<file path="src/rtl/multicycle_ctrl_fsm.sv">
// multicycle_ctrl_fsm: multi-cycle RV32I control sequencer.
// Steps FETCH/DECODE/EXEC/MEM/WB and drives datapath enables per state.
// Ports: clk, rst (async, active-high); instr_opcode, br_taken,
//   imem_ready, dmem_ready in; imem_req, dmem_req, ir_write, pc_write,
//   pc_src, reg_write, alu_src, alu_op, mem_read, mem_write, mem_to_reg,
//   wb_pc4 (control); state (debug); instret (retired count);
//   mem_timeout (sticky request timeout).
// Option: CTRL_ILLEGAL_TRAP_EN halts on unknown opcodes and adds the
//   sticky illegal output; otherwise unknown opcodes retire as NOPs.
module multicycle_ctrl_fsm #(
  parameter int TIMEOUT_CYC = 255,
  parameter int CNT_W       = 32
) (
  input  logic             clk,
  input  logic             rst,
  input  logic [6:0]       instr_opcode,
  input  logic             br_taken,
  input  logic             imem_ready,
  input  logic             dmem_ready,
  output logic             imem_req,
  output logic             dmem_req,
  output logic             ir_write,
  output logic             pc_write,
  output logic [1:0]       pc_src,
  output logic             reg_write,
  output logic             alu_src,
  output logic [1:0]       alu_op,
  output logic             mem_read,
  output logic             mem_write,
  output logic             mem_to_reg,
  output logic             wb_pc4,
  output logic [2:0]       state,
  output logic [CNT_W-1:0] instret,
  output logic             mem_timeout
`ifdef CTRL_ILLEGAL_TRAP_EN
  ,
  output logic             illegal
`endif
);

  localparam logic [2:0] S_FETCH  = 3'd0;
  localparam logic [2:0] S_DECODE = 3'd1;
  localparam logic [2:0] S_EXEC   = 3'd2;
  localparam logic [2:0] S_MEM    = 3'd3;
  localparam logic [2:0] S_WB     = 3'd4;
  localparam logic [2:0] S_HALT   = 3'd5;

  localparam logic [6:0] OP_R     = 7'b0110011;
  localparam logic [6:0] OP_I     = 7'b0010011;
  localparam logic [6:0] OP_LW    = 7'b0000011;
  localparam logic [6:0] OP_SW    = 7'b0100011;
  localparam logic [6:0] OP_JAL   = 7'b1101111;
  localparam logic [6:0] OP_JALR  = 7'b1100111;
  localparam logic [6:0] OP_LUI   = 7'b0110111;
  localparam logic [6:0] OP_AUIPC = 7'b0010111;
  localparam logic [6:0] OP_BR    = 7'b1100011;

  localparam logic [1:0] PC_4   = 2'b00;
  localparam logic [1:0] PC_IMM = 2'b01;
  localparam logic [1:0] PC_RS1 = 2'b10;

  localparam logic [1:0] ALU_ADD = 2'b00;
  localparam logic [1:0] ALU_BR  = 2'b01;
  localparam logic [1:0] ALU_R   = 2'b10;
  localparam logic [1:0] ALU_UI  = 2'b11;

  // wait_cnt only needs to reach TIMEOUT_CYC-1
  localparam int WW = (TIMEOUT_CYC > 1) ? $clog2(TIMEOUT_CYC) : 1;
  localparam bit TMO_EN = (TIMEOUT_CYC > 0);
  localparam logic [WW-1:0] WAIT_LAST =
    WW'((TIMEOUT_CYC > 0) ? TIMEOUT_CYC - 1 : 0);

  logic [2:0]       cur_state;
  logic [2:0]       nxt_state;
  logic [WW-1:0]    wait_cnt;
  logic [CNT_W-1:0] cnt;
  logic             tmo_flag;

  logic is_r, is_i, is_lw, is_sw, is_jal;
  logic is_jalr, is_lui, is_auipc, is_br;
  logic is_wb_cls;

  logic       imem_req_c;
  logic       dmem_req_c;
  logic       ir_write_c;
  logic       pc_write_c;
  logic [1:0] pc_src_c;
  logic       reg_write_c;
  logic       alu_src_c;
  logic [1:0] alu_op_c;
  logic       mem_read_c;
  logic       mem_write_c;
  logic       mem_to_reg_c;
  logic       wb_pc4_c;
  logic       retire;
  logic       req_wait;
  logic       tmo_hit;
  logic       set_illegal;

  assign is_r     = (instr_opcode == OP_R);
  assign is_i     = (instr_opcode == OP_I);
  assign is_lw    = (instr_opcode == OP_LW);
  assign is_sw    = (instr_opcode == OP_SW);
  assign is_jal   = (instr_opcode == OP_JAL);
  assign is_jalr  = (instr_opcode == OP_JALR);
  assign is_lui   = (instr_opcode == OP_LUI);
  assign is_auipc = (instr_opcode == OP_AUIPC);
  assign is_br    = (instr_opcode == OP_BR);

  // opcodes that finish through the register writeback state
  assign is_wb_cls = is_r | is_i | is_jal | is_jalr
                   | is_lui | is_auipc;

  // a request is waiting when it is up and its memory is not ready
  assign req_wait =
    ((cur_state == S_FETCH) && !imem_ready) ||
    ((cur_state == S_MEM) && !dmem_ready);

  // ready in the last allowed cycle wins, since req_wait excludes it
  assign tmo_hit = TMO_EN && req_wait && (wait_cnt == WAIT_LAST);

  always_comb begin
    nxt_state    = cur_state;
    imem_req_c   = 1'b0;
    dmem_req_c   = 1'b0;
    ir_write_c   = 1'b0;
    pc_write_c   = 1'b0;
    pc_src_c     = PC_4;
    reg_write_c  = 1'b0;
    alu_src_c    = 1'b0;
    alu_op_c     = ALU_ADD;
    mem_read_c   = 1'b0;
    mem_write_c  = 1'b0;
    mem_to_reg_c = 1'b0;
    wb_pc4_c     = 1'b0;
    retire       = 1'b0;
    set_illegal  = 1'b0;
    case (cur_state)
      S_FETCH: begin
        imem_req_c = 1'b1;
        if (imem_ready) begin
          ir_write_c = 1'b1;
          nxt_state  = S_DECODE;
        end else if (tmo_hit) begin
          nxt_state = S_HALT;
        end
      end
      S_DECODE: begin
        nxt_state = S_EXEC;
      end
      S_EXEC: begin
        unique case (1'b1)
          is_r: begin
            alu_op_c  = ALU_R;
            alu_src_c = 1'b0;
          end
          is_i, is_lw, is_sw, is_jal, is_jalr: begin
            alu_op_c  = ALU_ADD;
            alu_src_c = 1'b1;
          end
          is_lui, is_auipc: begin
            alu_op_c  = ALU_UI;
            alu_src_c = 1'b1;
          end
          is_br: begin
            alu_op_c  = ALU_BR;
            alu_src_c = 1'b0;
          end
          default: begin
            alu_op_c  = ALU_ADD;
            alu_src_c = 1'b0;
          end
        endcase
        unique case (1'b1)
          is_lw, is_sw: begin
            nxt_state = S_MEM;
          end
          is_br: begin
            pc_write_c = 1'b1;
            pc_src_c   = br_taken ? PC_IMM : PC_4;
            retire     = 1'b1;
            nxt_state  = S_FETCH;
          end
          is_wb_cls: begin
            nxt_state = S_WB;
          end
          default: begin
`ifdef CTRL_ILLEGAL_TRAP_EN
            set_illegal = 1'b1;
            nxt_state   = S_HALT;
`else
            pc_write_c = 1'b1;
            pc_src_c   = PC_4;
            retire     = 1'b1;
            nxt_state  = S_FETCH;
`endif
          end
        endcase
      end
      S_MEM: begin
        dmem_req_c  = 1'b1;
        mem_read_c  = is_lw;
        mem_write_c = is_sw;
        if (dmem_ready) begin
          if (is_sw) begin
            pc_write_c = 1'b1;
            pc_src_c   = PC_4;
            retire     = 1'b1;
            nxt_state  = S_FETCH;
          end else begin
            nxt_state = S_WB;
          end
        end else if (tmo_hit) begin
          nxt_state = S_HALT;
        end
      end
      S_WB: begin
        reg_write_c  = 1'b1;
        mem_to_reg_c = is_lw;
        wb_pc4_c     = is_jal | is_jalr;
        pc_write_c   = 1'b1;
        pc_src_c     = is_jal  ? PC_IMM :
                       is_jalr ? PC_RS1 : PC_4;
        retire       = 1'b1;
        nxt_state    = S_FETCH;
      end
      S_HALT: begin
        nxt_state = S_HALT;
      end
      default: begin
        nxt_state = S_FETCH;
      end
    endcase
  end

  always_ff @(posedge clk or posedge rst) begin
    if (rst) begin
      cur_state <= S_FETCH;
      wait_cnt  <= '0;
      cnt       <= '0;
      tmo_flag  <= 1'b0;
    end else begin
      cur_state <= nxt_state;
      if (retire)
        cnt <= cnt + CNT_W'(1);
      if (tmo_hit)
        tmo_flag <= 1'b1;
      if ((nxt_state != cur_state) &&
          ((nxt_state == S_FETCH) || (nxt_state == S_MEM)))
        wait_cnt <= '0;
      else if (req_wait)
        wait_cnt <= wait_cnt + WW'(1);
    end
  end

`ifdef CTRL_ILLEGAL_TRAP_EN
  logic ill_flag;

  always_ff @(posedge clk or posedge rst) begin
    if (rst)
      ill_flag <= 1'b0;
    else if (set_illegal)
      ill_flag <= 1'b1;
  end

  assign illegal = ill_flag & ~rst;
`endif

  // outputs are forced low for as long as rst is held
  assign imem_req    = imem_req_c & ~rst;
  assign dmem_req    = dmem_req_c & ~rst;
  assign ir_write    = ir_write_c & ~rst;
  assign pc_write    = pc_write_c & ~rst;
  assign pc_src      = rst ? 2'b00 : pc_src_c;
  assign reg_write   = reg_write_c & ~rst;
  assign alu_src     = alu_src_c & ~rst;
  assign alu_op      = rst ? 2'b00 : alu_op_c;
  assign mem_read    = mem_read_c & ~rst;
  assign mem_write   = mem_write_c & ~rst;
  assign mem_to_reg  = mem_to_reg_c & ~rst;
  assign wb_pc4      = wb_pc4_c & ~rst;
  assign state       = rst ? 3'd0 : cur_state;
  assign instret     = rst ? '0 : cnt;
  assign mem_timeout = tmo_flag & ~rst;

endmodule

</file>
<file path="config.mk">
export PLATFORM = sky130hd
export DESIGN_NAME = multicycle_ctrl_fsm
export DESIGN_NICKNAME = d
export VERILOG_FILES = /design/src/rtl/multicycle_ctrl_fsm.sv
export SDC_FILE = /design/constraint.sdc
export NUM_CORES = 1
export LEC_CHECK = 0
export BUFFER_PORTS_ARGS = -buffer_cell sky130_fd_sc_hd__buf_2
export CAP_MARGIN = 20
export CORE_UTILIZATION = 23
export CTS_CLUSTER_SIZE = 30
export DETAILED_ROUTE_END_ITERATION = 8
export GPL_TIMING_DRIVEN = 0
export MAX_ROUTING_LAYER = met4
export PLACE_DENSITY = 0.41
export SKIP_CTS_REPAIR_TIMING = 1
export SYNTH_ARGS = -nofsm -noshare
export SYNTH_HDL_FRONTEND = slang
export SYNTH_SLANG_ARGS = --single-unit
</file>
<file path="constraint.sdc">
create_clock -name clk -period 1.8 [get_ports clk]
set_input_delay 0.18 -clock clk [delete_from_list [all_inputs] [get_ports clk]]
set_output_delay 0.18 -clock clk [all_outputs]
set_load 0.1 [all_outputs]
</file>
==> flow_summary.yaml, run 1 <==
yosys:
  yosys_warnings: 0
  ys.flop_type: "dfrtp_1"
  ys_ff_latch: 44
  synth_edf_count: 0
  ys_types: 50
  ys_async_sr_fraction: 1.00
  synth.avg_cell_area_um2: 9.46
  netlist_area_um2: 2620
  synthesis.instances: 277
  synth_fp_nets: 292
  ys_seq_area_frac: 0.420
setup_path:
  r2r_end: "cnt[25]"
  crit_arrival_ns: 1.89
  start_kind: "flip-flop"
  max_stage_delay_ns: 0.56
  worstRegToRegCells: 6
  crit_buf_inv: 2
  critPathCaptureType: "primary output"
  path_cells: "buf_8 -> or4b_4 -> nor2_4 -> a32o_4 -> buf_12"
  reg2reg_slack_ns: 0.07
  worstSetupPathType: "reg -> out"
  cp_slowest_cell: "or4b_4"
  cp.required_ns: 1.62
  critPathLaunch: "cur_state[0]"
  cp_max_fo: 4
  cp_top_family: "simple AND/OR/NAND/NOR gates"
  reg2reg_from: "cur_state[2]"
global_routing:
  grt_pass1_wl_mm: 10.8
  antenna_found_initial: 0
  grt_pass1_vias: 2099
  grt_overflow: 0
  grt_start_max_net_pins: 34
  track_usage: 0.121
power:
  total_power_mw: 4.42
  leakagePower_nw: 1.82
  p_per_area_nw_per_um2: 1070
  peakVddDrop_mv: 0.952
clock_tree:
  clkSinkCount: 44
  clock_path_buffers: 2
  htree_levels: 2
  clk_pin_slew_ns: 0.06
  root_buffer: "clkbuf_16"
  cts_buffers: 5
  clk_latency_ns: 0.28
  cts_tree: "yes"
sta:
  fin_setup_tns_ns: -0.921
  slew_headroom: 0.445
  setup_ws_ns: -0.267
  worst_slew_pin_slew_ns: 0.832
  hold_viol_final: 0
  timing.final.crit_share: 1.15
  hold_slack_ns: 0.320
  rsz0062_at_grt: "yes"
  slew_viol_final: 0
  fin_skew_ns: 0.00518
  setup_viol: 8
  fmax_ghz: 0.484
  timing.final.crit_period_ns: 2.07
route:
  wire_per_inst_um: 13.3
  num_vias: 2302
  postRouteAntennaNets: 0
  first_pass_iters: 4
  routed_wl_mm: 6.91
  drt_iter0_markers: 25
  drc_errors: 0
  vias_per_cell: 4.43
hold_path:
  min_from: "dmem_ready"
  holdPathStages: 4
  worstHoldPathType: "in -> reg"
  min_to: "cur_state[1]"
place:
  gp_congestion: 0.728
  dp_hpwl_mm: 4.78
  dpl.cell_count: 478
  port-buffer-count: 60
die:
  die_w_um: 109
  dieArea_um2: 11800
  start_util: 0.239
  core_area_um2: 11000
  io_pins: 62
  dieHeight_um: 109
  rows: 38
cells_and_area:
  final_util: 0.375
  fillCellCount: 1113
  num-nets-final: 394
  antenna_cells: 0
  finalNonFillerCells: 520
  area_delta_synth_final_pct: 57.2
  drive_gt1_frac: 0.537
status:
  status: "finished with violations"
  violations: "negative setup slack"
run:
  cap_violations: 0
## logic make-up after synthesis
logic type                 count (synthesis)  synth area share
xor gates and xnor gates                  38             0.127
DFF                                       44             0.420
adders and majority gates                  3            0.0143
muxes                                      1           0.00430
buffers and inverters                     15            0.0220
AOI/OAI and AO/OA                         20            0.0687
and+or+nand+nor                          156             0.344
## cell usage in the layout, fill, tap and decap left out, types with 4 or more instances in the layout
master	n
and3_1	5
and3_4	4
buf_12	11
buf_2	38
buf_4	31
buf_6	6
clkbuf_16	5
clkbuf_4	10
dfrtp_1	40
dfrtp_2	4
nand2_1	17
nand3_1	12
nand4_1	12
nor2_1	22
nor2_2	4
nor2_4	6
nor2b_2	34
nor3_1	5
xnor2_1	19
xor2_1	19
## sequential cells by signal, indices dropped and copies added, names as in the netlist
signal and count:
cnt 32, cur_state 3, tmo_flag 1, wait_cnt 8
## cell type report
| cell class | instances | area [um2] | area share |
|---|---|---|---|
| Buffer | 8 | 68.8 | 0.0167 |
| Clock buffer | 6 | 129 | 0.0313 |
| Clock inverter | 2 | 35.0 | 0.00850 |
| Inverter | 7 | 33.8 | 0.00820 |
| Multi-Input combinational cell | 218 | 1790 | 0.435 |
| Sequential cell | 44 | 1110 | 0.268 |
| Tap cell | 140 | 175 | 0.0425 |
| Timing Repair Buffer | 95 | 781 | 0.189 |
## per-layer routing
metal,vias up,part of all wire,global-route usage
li1,1148,-,-
met1,1110,0.50,0.166
met2,38,0.45,0.184
met3,6,0.032,0.0221
met4,0,0.014,0.0319
met5,-,0,-
## power by group
part | total, mW | internal [mW] | switching, mW
Sequential | 1.30 | 1.13 | 0.176
Clock | 1.03 | 0.653 | 0.378
Combinational | 2.08 | 0.799 | 1.28
Total | 4.42 | 2.58 | 1.84
## worst register-to-register path: cells and delay by family (launching register included)
| kind | cells | cell delay, ns |
|---|---|---|
| simple gates | 4 | 0.81 |
| flops | 1 | 0.46 |
| compound gates | 1 | 0.24 |
| xor+xnor | 1 | 0.15 |
## synthesized netlist by cell type (4+ instances only)
cell type | n | area [um2]
nor2b_1 | 37 | 231
dfrtp_1 | 44 | 1100
nand2_1 | 20 | 75.1
a21oi_1 | 4 | 20.0
and3_1 | 9 | 56.3
nor4_1 | 4 | 25.0
clkbuf_1 | 7 | 26.3
nor2_1 | 31 | 116
inv_1 | 6 | 22.5
xor2_1 | 19 | 166
nand4_1 | 12 | 75.1
nor3_1 | 6 | 30.0
nand3_1 | 13 | 65.1
xnor2_1 | 19 | 166
## metrics by stage
step           worst slack [ns]  instance area (um2)
2_1_floorplan            -0.958                 2850
3_3_place_gp             -0.786                 3330
3_5_place_dp             -0.562                 3350
4_1_cts                  -0.879                 3510
5_1_grt                  -0.313                 4120
6_report                 -0.267                 4120
## how the worst max path moves through the flow
| stage | end | slack, ns | cells after the start |
|---|---|---|---|
| floorplan | mem_read | -0.96 | 4 |
| global placement | cnt[19] | -0.79 | 3 |
| detailed placement | pc_src[0] | -0.56 | 5 |
| CTS | pc_src[0] | -0.88 | 5 |
| global route | pc_src[0] | -0.31 | 5 |
| finish | pc_src[0] | -0.27 | 5 |
No activity file was read; power rests on OpenSTA's default activity.
==> inputs of run 2 (changes only) <==
--- a/config.mk
+++ b/config.mk
@@ -12,7 +12,7 @@
 export DETAILED_ROUTE_END_ITERATION = 8
 export GPL_TIMING_DRIVEN = 0
 export MAX_ROUTING_LAYER = met4
-export PLACE_DENSITY = 0.41
+export PLACE_DENSITY = 0.4
 export SKIP_CTS_REPAIR_TIMING = 1
 export SYNTH_ARGS = -nofsm -noshare
 export SYNTH_HDL_FRONTEND = slang
==> constraint.sdc (replaced) <==
create_clock -name clk -period 2.61 [get_ports clk]
set_input_delay 0.261 -clock clk [delete_from_list [all_inputs] [get_ports clk]]
set_output_delay 0.261 -clock clk [all_outputs]
set_load 0.1 [all_outputs]
==> run 2 against run 1 <==
Effect of this change: the run now ends clean; design area shrank 18%; register-to-register slack improved by 0.47 ns; first-iteration DRC count increased by 110%; highest routed layer unchanged; clock skew rose by 0.0021 ns; combinational power decreased by 49%; utilization fell by 6.9 points.
==> flow_summary.yaml, run 2 (same netlist as run 1, synthesis figures left out) <==
status:
  status: "finished clean"
clock_tree:
  clk_pin_slew_ns: 0.06
  cts_buffers: 5
  cts_tree: "yes"
  clock_path_buffers: 2
  root_buffer: "clkbuf_16"
  clk_latency_ns: 0.28
  htree_levels: 2
  clkSinkCount: 44
setup_path:
  r2r_end: "wait_cnt[1]"
  reg2reg_slack_ns: 0.54
  start_kind: "flip-flop"
  worstSetupPathType: "reg -> out"
  crit_arrival_ns: 2.26
  cp_max_fo: 10
  critPathCaptureType: "primary output"
  worstRegToRegCells: 7
  reg2reg_from: "wait_cnt[2]"
  cp.required_ns: 2.35
place:
  dp_slack_ns: 0.0641
  dpl.cell_count: 478
  port-buffer-count: 60
  gp_congestion: 0.717
  dp_hpwl_mm: 4.87
sta:
  fin_setup_tns_ns: 0
  setup_ws_ns: 0.0882
  fin_skew_ns: 0.00731
  timing.final.crit_period_ns: 2.52
  hold_viol_final: 0
  worst_slew_pin_slew_ns: 0.609
  slew_headroom: 0.594
  setup_viol: 0
  slew_viol_final: 0
  rsz0062_at_grt: "no"
  timing.final.crit_share: 0.966
  fmax_ghz: 0.397
route:
  vias_per_cell: 4.43
  postRouteAntennaNets: 0
  drt_iter0_markers: 52
  wire_per_inst_um: 13.6
  drc_errors: 0
  first_pass_iters: 4
  routed_wl_mm: 6.61
  num_vias: 2153
cells_and_area:
  final_common_cell: "buf_2"
  reg_top3: "cnt (32), wait_cnt (8), cur_state (3)"
  drive_gt1_frac: 0.295
  largest_reg_flops: 32
  top_register: "cnt"
  area_delta_synth_final_pct: 28.4
  antenna_cells: 0
  final_cell_mix: "59 x buf_2, 44 x dfrtp_1, 36 x nor2b_1, 29 x nor2_1, 20 x nand2_1"
  finalNonFillerCells: 486
  final_util: 0.307
  num-nets-final: 360
global_routing:
  grt_overflow: 0
  grt_pass1_vias: 2103
  antenna_found_initial: 0
  grt_pass1_wl_mm: 10.7
  track_usage: 0.121
  grt_start_max_net_pins: 28
die:
  rows: 38
  start_util: 0.239
  io_pins: 62
  core_area_um2: 11000
  die_w_um: 109
  dieHeight_um: 109
  dieArea_um2: 11800
power:
  peakVddDrop_mv: 0.323
  leakagePower_nw: 1.60
  p_per_area_nw_per_um2: 769
  total_power_mw: 2.59
hold_path:
  worstHoldPathType: "in -> async"
run:
  cap_violations: 0
-- run 2: cell count changes in the layout (fill, tap and decap cells not counted), moves of 5 or more --
cell	previous run	this run
nor2_4	6	1
buf_2	38	59
clkbuf_1	2	8
buf_4	31	0
nor2b_2	34	0
buf_12	11	1
clkbuf_4	10	3
nor2_1	22	29
nor2b_1	2	36
buf_6	6	0
-- run 2: through the flow --
step	hold slack, ns	area (um2)
global placement	0.438	3200
CTS	0.397	3360
detailed placement	0.444	3220
global route	0.448	3370
finish	0.375	3370
floorplan	0.420	2720
-- run 2: worst max-delay path by stage --
stage | endpoint | slack, ns | cells after the start | start
finish | pc_src[0] | 0.09 | 5 | cur_state[0]
global route | pc_src[0] | 0.001 | 5 | cur_state[0]
floorplan | mem_read | -0.26 | 4 | cur_state[1]
global placement | pc_src[0] | 0.07 | 5 | cur_state[0]
detailed placement | pc_src[0] | 0.06 | 5 | cur_state[0]
CTS | pc_src[0] | -0.25 | 5 | cur_state[0]
-- run 2: cell type report --
cell class / count / area, um2
Tap cell: 140 / 175
Sequential cell: 44 / 1100
Clock buffer: 7 / 133
Clock inverter: 1 / 8.76
Buffer: 8 / 35.0
Fill cell: 1166 / 7620
Multi-Input combinational cell: 218 / 1560
Inverter: 7 / 26.3
Timing Repair Buffer: 61 / 325
-- run 2: metal layers --
layer	track usage	part of all wire	routed length [um]
met1	0.160	0.49	3250
met2	0.189	0.46	3010
met3	0.0209	0.039	261
met4	0.0376	0.013	88
met5	-	0	0
-- run 2: worst max-delay path, cell delays in order (launching register included) --
cell and delay (ns):
dfrtp_1 0.45, clkbuf_1 0.28, or4b_4 0.67, nor2_4 0.12
a32o_4 0.13, clkbuf_4 0.32
-- run 2: power by group --
| part | total (mW) | switching, mW | internal (mW) |
|---|---|---|---|
| registers | 0.902 | 0.129 | 0.773 |
| logic | 1.07 | 0.777 | 0.295 |
| clock network | 0.616 | 0.259 | 0.357 |
| total | 2.59 | 1.17 | 1.42 |
==> inputs of run 3 (changes only) <==
--- a/config.mk
+++ b/config.mk
@@ -6,13 +6,13 @@
 export NUM_CORES = 1
 export LEC_CHECK = 0
 export BUFFER_PORTS_ARGS = -buffer_cell sky130_fd_sc_hd__buf_2
-export CAP_MARGIN = 20
+export CAP_MARGIN = 15
 export CORE_UTILIZATION = 23
 export CTS_CLUSTER_SIZE = 30
 export DETAILED_ROUTE_END_ITERATION = 8
-export GPL_TIMING_DRIVEN = 0
 export MAX_ROUTING_LAYER = met4
 export PLACE_DENSITY = 0.4
+export SETUP_SLACK_MARGIN = 0.1
 export SKIP_CTS_REPAIR_TIMING = 1
 export SYNTH_ARGS = -nofsm -noshare
 export SYNTH_HDL_FRONTEND = slang
==> run 3 against run 2 <==
Effect of this change: sequential cell count is the same; die area is the same; sequential share of layout area fell by 0.53 points; first-iteration DRC count is 58% higher; non-clock buffer count is 1 lower; sequential power grew 1%; final cell count shrank 0.41%; critical path type unchanged.
==> flow_summary.yaml, run 3 (same netlist as run 1, synthesis figures left out) <==
status:
  status: "finished clean"
setup_path:
  reg2reg_slack_ns: 0.57
  critPathCaptureType: "primary output"
  cp.required_ns: 2.35
  crit_arrival_ns: 2.10
  worstRegToRegCells: 6
  cp_max_fo: 15
  reg2reg_from: "cur_state[1]"
  start_kind: "flip-flop"
  r2r_end: "cnt[21]"
  worstSetupPathType: "reg -> out"
clock_tree:
  clk_latency_ns: 0.28
  cts_buffers: 5
  root_buffer: "clkbuf_16"
  clkSinkCount: 44
  clock_path_buffers: 2
  clk_pin_slew_ns: 0.06
  cts_tree: "yes"
  htree_levels: 2
global_routing:
  grt_overflow: 0
  antenna_found_initial: 0
  track_usage: 0.117
  grt_start_max_net_pins: 35
  grt_pass1_vias: 2103
  grt_pass1_wl_mm: 10.5
route:
  vias_per_cell: 4.43
  drt_iter0_markers: 82
  num_vias: 2145
  drc_errors: 0
  wire_per_inst_um: 13.3
  routed_wl_mm: 6.46
  postRouteAntennaNets: 0
  first_pass_iters: 4
sta:
  timing.final.crit_period_ns: 2.36
  timing.final.crit_share: 0.903
  slew_headroom: 0.620
  slew_viol_final: 0
  hold_viol_final: 0
  fin_setup_tns_ns: 0
  hold_slack_ns: 0.390
  setup_ws_ns: 0.252
  fin_skew_ns: 0.00460
  worst_slew_pin_slew_ns: 0.570
  rsz0062_at_grt: "no"
  fmax_ghz: 0.424
  setup_viol: 0
die:
  dieArea_um2: 11800
  rows: 38
  start_util: 0.239
  io_pins: 62
  die_w_um: 109
  core_area_um2: 11000
  dieHeight_um: 109
hold_path:
  worstHoldPathType: "in -> reg"
  min_to: "cur_state[1]"
  min_from: "dmem_ready"
  holdPathStages: 4
power:
  leakagePower_nw: 1.62
  p_per_area_nw_per_um2: 755
  peakVddDrop_mv: 0.269
cells_and_area:
  num-nets-final: 359
  largest_reg_flops: 32
  area_delta_synth_final_pct: 30.5
  fillCellCount: 1141
  drive_gt1_frac: 0.314
  final_common_cell: "buf_2"
  reg_top3: "cnt (32), wait_cnt (8), cur_state (3)"
  top_register: "cnt"
  final_util: 0.312
  antenna_cells: 0
  final_cell_mix: "57 x buf_2, 44 x dfrtp_1, 36 x nor2b_1, 29 x nor2_1, 20 x nand2_1"
  finalNonFillerCells: 484
place:
  port-buffer-count: 61
  dp_hpwl_mm: 4.84
  gp_congestion: 0.732
  dp_slack_ns: 0.453
  dpl.cell_count: 477
run:
  cap_violations: 0
## run 3: layout make-up
cell class	instances	area [um2]	share of cell area
multi-input combinational	218	1560	0.457
tap	140	175	0.0512
clock inverter	2	12.5	0.00366
inverter	7	26.3	0.00768
timing repair buffer	68	418	0.122
clock buffer	5	125	0.0366
sequential	44	1100	0.322
## run 3: through the flow
stage	total power [mW]	instance area, um2
6_report	2.58	3420
5_1_grt	2.74	3420
4_1_cts	2.62	3420
3_5_place_dp	2.00	3280
3_3_place_gp	2.01	3280
2_1_floorplan	1.79	2730
## run 3: worst max-delay path, stage by stage, from the launching register on
cell and delay, ns:
dfrtp_1 0.65, o21ai_1 0.20, o31ai_4 0.29, nand2b_4 0.11, a21oi_2 0.12, buf_2 0.44
## run 3: how the worst max path moves through the flow
stage / start / endpoint / cells past startpoint
final: cur_state[1] / pc_write / 5
after global placement: cur_state[1] / reg_write / 3
after detailed placement: cur_state[1] / pc_src[0] / 4
after global routing: cur_state[1] / pc_write / 5
after floorplan: cur_state[1] / mem_read / 4
after CTS: cur_state[1] / pc_src[0] / 4
## run 3: where the power goes
group	internal, mW	leakage, nW	total, mW	switching [mW]
sequential	0.772	0.579	0.911	0.139
clock	0.347	0.0657	0.600	0.253
combinational	0.306	0.974	1.07	0.766
total	1.43	1.62	2.58	1.16
## run 3: routing by layer
| layer | GRT usage | routed length [um] |
|---|---|---|
| met1 | 0.160 | 3190 |
| met2 | 0.182 | 2970 |
| met3 | 0.0173 | 245 |
| met4 | 0.0290 | 59 |
| met5 | - | 0 |
